File: config.mk
export PLATFORM = sky130hd
export DESIGN_NAME = traffic_phase_sequencer
export DESIGN_NICKNAME = d
export VERILOG_FILES = /design/src/rtl/traffic_phase_sequencer.sv
export SDC_FILE = /design/constraint.sdc
export NUM_CORES = 1
export LEC_CHECK = 0
export CORE_ASPECT_RATIO = 0.8
export CORE_UTILIZATION = 47
export CTS_BUF_LIST = sky130_fd_sc_hd__clkbuf_16
export CTS_CLUSTER_DIAMETER = 60
export DETAILED_ROUTE_END_ITERATION = 7
export PLACE_DENSITY_LB_ADDON = 0.05
export SLEW_MARGIN = 40
export SYNTH_ARGS = -nofsm -noshare
export SYNTH_HDL_FRONTEND = slang
export SYNTH_SLANG_ARGS = --single-unit
File: constraint.sdc
create_clock -name clock -period 3.7 [get_ports clock]
set_clock_uncertainty 0.2 [all_clocks]
set_input_delay 0.925 -clock clock [delete_from_list [all_inputs] [get_ports clock]]
set_output_delay 0.925 -clock clock [all_outputs]
set_load 0.01 [all_outputs]
File: src/rtl/traffic_phase_sequencer.sv
// Two-road intersection phase controller. Drives an external count-down interval timer,
// inserts an optional pedestrian walk phase and latches a fault if the timer goes dead.
module traffic_phase_sequencer #(
  parameter logic [6:0] T_GREEN_MAIN = 7'd40,
  parameter logic [6:0] T_YELLOW     = 7'd6,
  parameter logic [6:0] T_ALL_RED    = 7'd2,
  parameter logic [6:0] T_GREEN_SIDE = 7'd25,
  parameter logic [6:0] T_WALK       = 7'd15,
  parameter logic [7:0] WD_MARGIN    = 8'd8
) (
  input  logic       clock,
  input  logic       reset,
  input  logic       trigger,
  input  logic [6:0] time_remaining,
  input  logic       ped_req,
  output logic [6:0] timer_ref,
  output logic       timer_rst,
  output logic [2:0] main_light,
  output logic [2:0] side_light,
  output logic       walk,
  output logic [2:0] phase,
  output logic       ped_pending,
  output logic [6:0] seconds_left,
  output logic       fault
);

  typedef enum logic [2:0] {
    GREEN_MAIN  = 3'd0,
    YELLOW_MAIN = 3'd1,
    ALL_RED_A   = 3'd2,
    GREEN_SIDE  = 3'd3,
    YELLOW_SIDE = 3'd4,
    ALL_RED_B   = 3'd5,
    WALK        = 3'd6,
    FAULT       = 3'd7
  } state_t;

  localparam logic [2:0] LAMP_RED    = 3'b100;
  localparam logic [2:0] LAMP_YELLOW = 3'b010;
  localparam logic [2:0] LAMP_GREEN  = 3'b001;

  state_t     state_q, state_d;
  logic [6:0] timer_ref_q, timer_ref_d;
  logic       timer_rst_q, timer_rst_d;
  logic       ped_pending_q, ped_pending_d;
  logic [6:0] seconds_left_q, seconds_left_d;
  logic       fault_q, fault_d;
  logic [7:0] wd_q, wd_d;

  logic [6:0] cur_dur_s;
  state_t     nxt_s;
  logic       advance_s;
  logic [8:0] wd_limit_s;
  logic       wd_trip_s;

  function automatic logic [6:0] duration_of(input state_t s);
    case (s)
      GREEN_MAIN:  duration_of = T_GREEN_MAIN;
      YELLOW_MAIN: duration_of = T_YELLOW;
      ALL_RED_A:   duration_of = T_ALL_RED;
      GREEN_SIDE:  duration_of = T_GREEN_SIDE;
      YELLOW_SIDE: duration_of = T_YELLOW;
      ALL_RED_B:   duration_of = T_ALL_RED;
      WALK:        duration_of = T_WALK;
      default:     duration_of = 7'd0;
    endcase
  endfunction

  // The walk phase is only inserted after the side road has cleared.
  function automatic state_t next_of(input state_t s, input logic ped);
    case (s)
      GREEN_MAIN:  next_of = YELLOW_MAIN;
      YELLOW_MAIN: next_of = ALL_RED_A;
      ALL_RED_A:   next_of = GREEN_SIDE;
      GREEN_SIDE:  next_of = YELLOW_SIDE;
      YELLOW_SIDE: next_of = ALL_RED_B;
      ALL_RED_B:   next_of = ped ? WALK : GREEN_MAIN;
      WALK:        next_of = GREEN_MAIN;
      default:     next_of = FAULT;
    endcase
  endfunction

  assign cur_dur_s  = duration_of(state_q);
  assign nxt_s      = next_of(state_q, ped_pending_q);
  assign advance_s  = trigger & ~timer_rst_q & (state_q != FAULT);
  assign wd_limit_s = {2'b00, cur_dur_s} + 9'd3 + {1'b0, WD_MARGIN};
  assign wd_trip_s  = ({1'b0, wd_q} > wd_limit_s);

  // Next-state, timer handshake and watchdog; an advance beats a watchdog trip.
  always_comb begin
    state_d        = state_q;
    timer_ref_d    = timer_ref_q;
    timer_rst_d    = timer_rst_q;
    fault_d        = fault_q;
    wd_d           = wd_q;
    ped_pending_d  = ped_pending_q;
    seconds_left_d = seconds_left_q;

    if (state_q == FAULT) begin
      timer_rst_d = 1'b1;
    end else if (advance_s) begin
      state_d     = nxt_s;
      timer_ref_d = duration_of(nxt_s);
      timer_rst_d = 1'b1;
      wd_d        = 8'd0;
    end else if (wd_trip_s) begin
      state_d     = FAULT;
      fault_d     = 1'b1;
      timer_rst_d = 1'b1;
    end else begin
      timer_rst_d = 1'b0;
      wd_d        = (wd_q == 8'hFF) ? wd_q : wd_q + 8'd1;
    end

    // A request arriving on the walk-entry edge must survive the clear.
    ped_pending_d  = ped_req | (ped_pending_q & ~(advance_s & (nxt_s == WALK)));
    seconds_left_d = timer_rst_q ? cur_dur_s : time_remaining;
  end

  // State and output registers.
  always_ff @(posedge clock or posedge reset) begin
    if (reset) begin
      state_q        <= GREEN_MAIN;
      timer_ref_q    <= T_GREEN_MAIN;
      timer_rst_q    <= 1'b1;
      ped_pending_q  <= 1'b0;
      seconds_left_q <= T_GREEN_MAIN;
      fault_q        <= 1'b0;
      wd_q           <= 8'd0;
    end else begin
      state_q        <= state_d;
      timer_ref_q    <= timer_ref_d;
      timer_rst_q    <= timer_rst_d;
      ped_pending_q  <= ped_pending_d;
      seconds_left_q <= seconds_left_d;
      fault_q        <= fault_d;
      wd_q           <= wd_d;
    end
  end

  // Lamp decode straight from the phase.
  always_comb begin
    main_light = LAMP_RED;
    side_light = LAMP_RED;
    walk       = 1'b0;
    case (state_q)
      GREEN_MAIN:  main_light = LAMP_GREEN;
      YELLOW_MAIN: main_light = LAMP_YELLOW;
      GREEN_SIDE:  side_light = LAMP_GREEN;
      YELLOW_SIDE: side_light = LAMP_YELLOW;
      WALK:        walk       = 1'b1;
      default:     walk       = 1'b0;
    endcase
  end

  assign phase        = state_q;
  assign timer_ref    = timer_ref_q;
  assign timer_rst    = timer_rst_q;
  assign ped_pending  = ped_pending_q;
  assign seconds_left = seconds_left_q;
  assign fault        = fault_q;

endmodule

; ---- Word-level counts from Yosys, hierarchy flattened
; Cells that the tools add are included.
[totals]
input_bits = 11
elab_cells = 64
out_inout_bits = 27
reg_bits = 28
[op_classes]
n_mux = 16
bitwise = 9
reduce_logical = 11
addsub = 3
magnitude_cmp = 1
n_eq_ne = 17
[op_table]
columns = operator, n
row1 = one-hot mux 6 bit (5 select lines), 2
row2 = 2-to-1 mux 8 bit, 3
row3 = equality test 3 bit (second input constant), 7
row4 = one-hot mux 3 bit (7 select lines), 1
row5 = equality test 3 x 2 -> 1 bit (second input constant), 4
row6 = one-hot mux 3 bit (2 select lines), 2
row7 = adder 8 x 4 -> 9 bit (second input constant), 1
row8 = greater-than comparator 8 x 9 -> 1 bit, 1
row9 = 2-to-1 mux 3 bit, 3
row10 = adder 7 x 2 -> 8 bit (second input constant), 1
row11 = adder 8 x 1 -> 8 bit (second input constant), 1
row12 = equality test 8 bit (second input constant), 1
row13 = OR reduction 2 bit, 4
row14 = 2-to-1 mux 7 bit, 1
row15 = equality test 3 x 1 -> 1 bit (second input constant), 2
row16 = logical NOT 3 bit, 2
row17 = AND reduction 3 bit, 2
row18 = AND 1 bit, 4
row19 = 2-to-1 mux 1 bit, 4
row20 = inequality test 2 bit (second input constant), 2
row21 = inverter 1 bit, 4
row22 = AND reduction 2 bit, 2
row23 = inequality test 3 bit (second input constant), 1
row24 = nonzero test 2 bit, 1
row25 = bitwise OR 1 bit, 1

; ---- Depth between registers and ports, before layout
[logic_depth]
depth_word = 9
ltp_mapped = 13
ltp_nobuf = 11

; ---- Worst setup path before layout
; Ideal clock, no wire load.
[synth_timing]
kind = reg2reg
startpoint = register state_q[0] (netlist: phase[0])
endpoint = register wd_q[2]
setup_slack_ns = 0.396
arrival_ns = 3.026
setup_time_ns = 0.078
stages_incl_launch_ff = 13
synth_period_minus_slack_ns = 3.304
required_ns = 3.422
path_buffers = 3
path_cell_list = dfrtp_1 -> buf_1 -> clkbuf_1 -> o21ai_0 -> ha_1 -> xnor2_1 -> ha_1 -> and3_1 -> a31oi_1 -> a311o_1 -> buf_6 -> or4_1 -> a21oi_1
[synth_between]
elab_chain_cells = 8
word_cells_on_any_way = 21
cone_classes = 2 x add/sub / 1 x order compare / 10 x eq/ne / 2 x mux / 2 x bitwise / 4 x reduce/logical
[synth_rtl]
columns = element, line_no
row1 = start: declaration, 42  ; state_t state_q, state_d;
row2 = start signal: assignment, 131  ; state_q <= state_d;
row3 = "equality test 3 bit, or another cell as far along", 57  ; case (s)
row4 = OR reduction 2 bit (no line), -
row5 = one-hot mux 6 bit (5 select lines), 57
row6 = adder 7 x 2 -> 8 bit, 86  ; assign wd_limit_s = {2'b00, cur_dur_s} + 9'd3 + {1'b0, WD_MARGIN};
row7 = adder 8 x 4 -> 9 bit, 86
row8 = greater-than comparator 8 x 9 -> 1 bit, 87  ; assign wd_trip_s = ({1'b0, wd_q} > wd_limit_s);
row9 = inequality test 2 bit (no line), -
row10 = AND reduction 3 bit (no line), -
row11 = end signal: assignment, 137  ; wd_q <= wd_d;
row12 = end: declaration, 48  ; logic [7:0] wd_q, wd_d;
; Parallel ways exist; a longest one is shown, timed or not.
; A chain may end at the register's enable or synchronous reset.

; ---- Worst setup path after layout
[layout_timing]
startpoint = register state_q[1] (netlist: phase[1])
endpoint = register wd_q[7]
; The elaborated chain is that of the path after synthesis.

==> flow_metrics.env <==
export IMPL_gp_congestion=0.8477
export IMPL_synthCells=179
export IMPL_ys_ff_latch=27
export IMPL_syn_nets=199
export IMPL_core_area_um2=3153
export IMPL_die_y_um=54.05
export IMPL_drtIter0Drc=58
export IMPL_rows=18
export IMPL_drc=0
export IMPL_fin_crit_sh=0.9218
export IMPL_cp_end_kind="register"
export IMPL_crit_chain="clkinv_1 -> nand2_1 -> o21ai_0 -> ha_1 -> xnor2_1 -> ha_1 -> and3_1 -> a31oi_1 -> a311o_1 -> or3_1 -> o31ai_1"
export IMPL_via_per_inst=5.893
export IMPL_synth_ff_type="dfrtp_1"
export IMPL_globalRouteOverflowTotal=0
export IMPL_relSlewSlack=0.6174
export IMPL_rr_startpoint="phase[1]"
export IMPL_crit_top_cell="ha_1"
export IMPL_synth_distinct_cells=45
export IMPL_start_kind="register"
export IMPL_insertion_delay_ps=260
export IMPL_post_cts_resized=0
export IMPL_reg2reg_slack_ps=290
export IMPL_hp_class="reg -> reg"
export IMPL_cp_slowest_cell="a311o_1"
export IMPL_wl_per_cell_um=15.53
export IMPL_io_buffers=36
export IMPL_final_nets=234
export IMPL_cts_tree="yes"
export IMPL_crit_required_ps=3660
export IMPL_clock_sinks=27
export IMPL_synth_top_area_frac=0.3459
export IMPL_async_reset_ff_frac=1.000
export IMPL_cts_root_buffer="clkbuf_16"
export IMPL_critPathMaxFanout=12
export IMPL_ant_nets=0
export IMPL_grt_pass1_wl_um=6313
export IMPL_worst_setup_path_type="reg -> reg"
export IMPL_layout_commonest_cell="clkdlybuf4s50_1"
export IMPL_syn2layout_area_growth_pct=29.72
export IMPL_ioPinCount=38
export IMPL_antenna_found_initial=0
export IMPL_clk_pin_slew_worst_paths_ps=60
export IMPL_timing_fmax_mhz=293.2
export IMPL_endpoint="wd_q[7]"
export IMPL_synth_area_leaders="dfrtp_1 (35%), dfstp_2 (8.3%), ha_1 (7.1%), nand2_1 (4.5%), o21ai_0 (4.4%)"
export IMPL_dp_cells=249
export IMPL_fp_dieW_um=67.06
export IMPL_p_per_area_nw_per_um2=591.5
export IMPL_via_count=1491
export IMPL_layout_common_cells="clkdlybuf4s50_1 (36), dfrtp_1 (22), nand2_1 (19)"
export IMPL_cts_buffers=3
export IMPL_arrival_ps=3370
export IMPL_rsz0062_at_grt="false"
export IMPL_drv_cap=0
export IMPL_grt_use_total=0.2423
export IMPL_synth_edff_count=0
export IMPL_initial_core_util=0.5048
export IMPL_syn_avg_cell_area_um2=8.891
export IMPL_startpoint="phase[1]"
export IMPL_final_cells=253
export IMPL_cpPeakStageDelay_ps=470
export IMPL_max_vdd_ir_drop_mv=0.3097
export IMPL_post_cts_setup_buffer_count=0
export IMPL_final_hold_viol_count=0
export IMPL_reg2reg_depth=11
export IMPL_num_antenna_cells=0
export IMPL_dp_hpwl_um=2896
export IMPL_grt_pass1_vias=1337
export IMPL_syn_area_um2=1592
export IMPL_synth_largest_area_cell="dfrtp_1"
export IMPL_setup_tns_ps=0
export IMPL_fin_crit_ps=3411
export IMPL_p_leak_nw=0.8873
export IMPL_finalSetupViolCount=0
export IMPL_dieArea_um2=3624
export IMPL_cts_root_to_sink_buffers=2
export IMPL_layout_drive_gt1_share=0.07512
export IMPL_yosys_warnings=0
export IMPL_status="finished clean"
export IMPL_routed_wl_um=3929
export IMPL_maxSlewViolCount=0
export IMPL_ys_seq_area_frac=0.4285
export IMPL_r2r_end="wd_q[7]"
export IMPL_max_slew_worst_pin_slew_ps=572.7
export IMPL_first_pass_iters=5
export IMPL_ctsHoldBuffers=0
export IMPL_grt_max_degree=28
export IMPL_cts_max_level=1
critical path: cells and delay by family, from the launching register on:
kind                       cells  cell delay, ps
DFF                            1             360
buffers and inverters          1             250
and+or+nand+nor                3             830
xor gates and xnor gates       1             130
adders and majority gates      2             530
AOI/OAI and AO/OA              4            1010
cells by family after synthesis:
kind of cell    synth area share
compound gates            0.1832
fa+ha+maj                0.07076
xor+xnor                 0.01101
mux                      0.03302
buf+inv                  0.05267
simple gates              0.2162
other cells             0.004719
flops                     0.4285
how the worst min path moves through the flow:
stage | from | end | slack, ps | cells past startpoint
final | fault | fault | 290 | 1
after global routing | fault | fault | 340 | 1
after CTS | fault | fault | 300 | 1
after floorplan | timer_ref[5] | timer_ref[5] | 280 | 2
after detailed placement | fault | fault | 280 | 1
after global placement | fault | fault | 250 | 1
synthesized netlist by cell type (2+ instances only):
cell type,n
or3_1,2
nor3_1,2
a211oi_1,3
o21ai_0,14
a31oi_1,2
or4_1,3
ha_1,9
nor2b_1,4
o31ai_1,6
nand3_1,5
a21oi_1,10
and3_1,3
dfrtp_1,22
dfstp_2,5
clkbuf_1,7
conb_1,2
nor2_1,18
o22ai_1,3
nand2b_1,6
mux2_2,2
nand2_1,19
mux2i_1,3
inv_1,7
flip-flops by register name (all words and copies together) (netlist names):
register      flops
wd_q              8
timer_rst         1
phase             3
timer_ref         6
ped_pending       1
seconds_left      7
fault             1
metal layers:
| metal | GRT usage | up-vias | wire (µm) |
|---|---|---|---|
| met2 | 0.3817 | 65 | 1795 |
| met5 | 0 | - | 0 |
| met1 | 0.3254 | 720 | 1841 |
| met3 | 0.05932 | 6 | 254 |
| li1 | - | 700 | - |
| met4 | 0.08511 | 0 | 38 |
power by group:
group	switching [mW]	total (mW)	internal, mW
logic	0.262	0.512	0.250
registers	0.0951	0.470	0.375
clock network	0.0940	0.239	0.145
area by class of cell:
class                      instances  area (µm²)
inverter                           8       30.03
fill                             252        1089
multi-input combinational        133       825.8
clock buffer                       3       75.07
timing repair buffer              41       397.9
tap                               40       50.05
clock inverter                     1       3.754
sequential                        27       681.9
metrics by stage:
stage,area [µm²],setup WS (ps),hold WS [ps],utilization,power [mW]
4_1_cts,2064,308.2,298.5,0.6548,1.227
6_report,2064,289.4,291.1,0.6548,1.221
2_1_floorplan,1592,395.9,284.9,-,0.7858
3_5_place_dp,1986,331.2,277.6,0.6298,0.9803
5_1_grt,2064,23.64,336.6,0.6548,1.315
3_3_place_gp,1986,545.4,251.2,0.6298,0.9442
(Power assumes the default switching activity.)
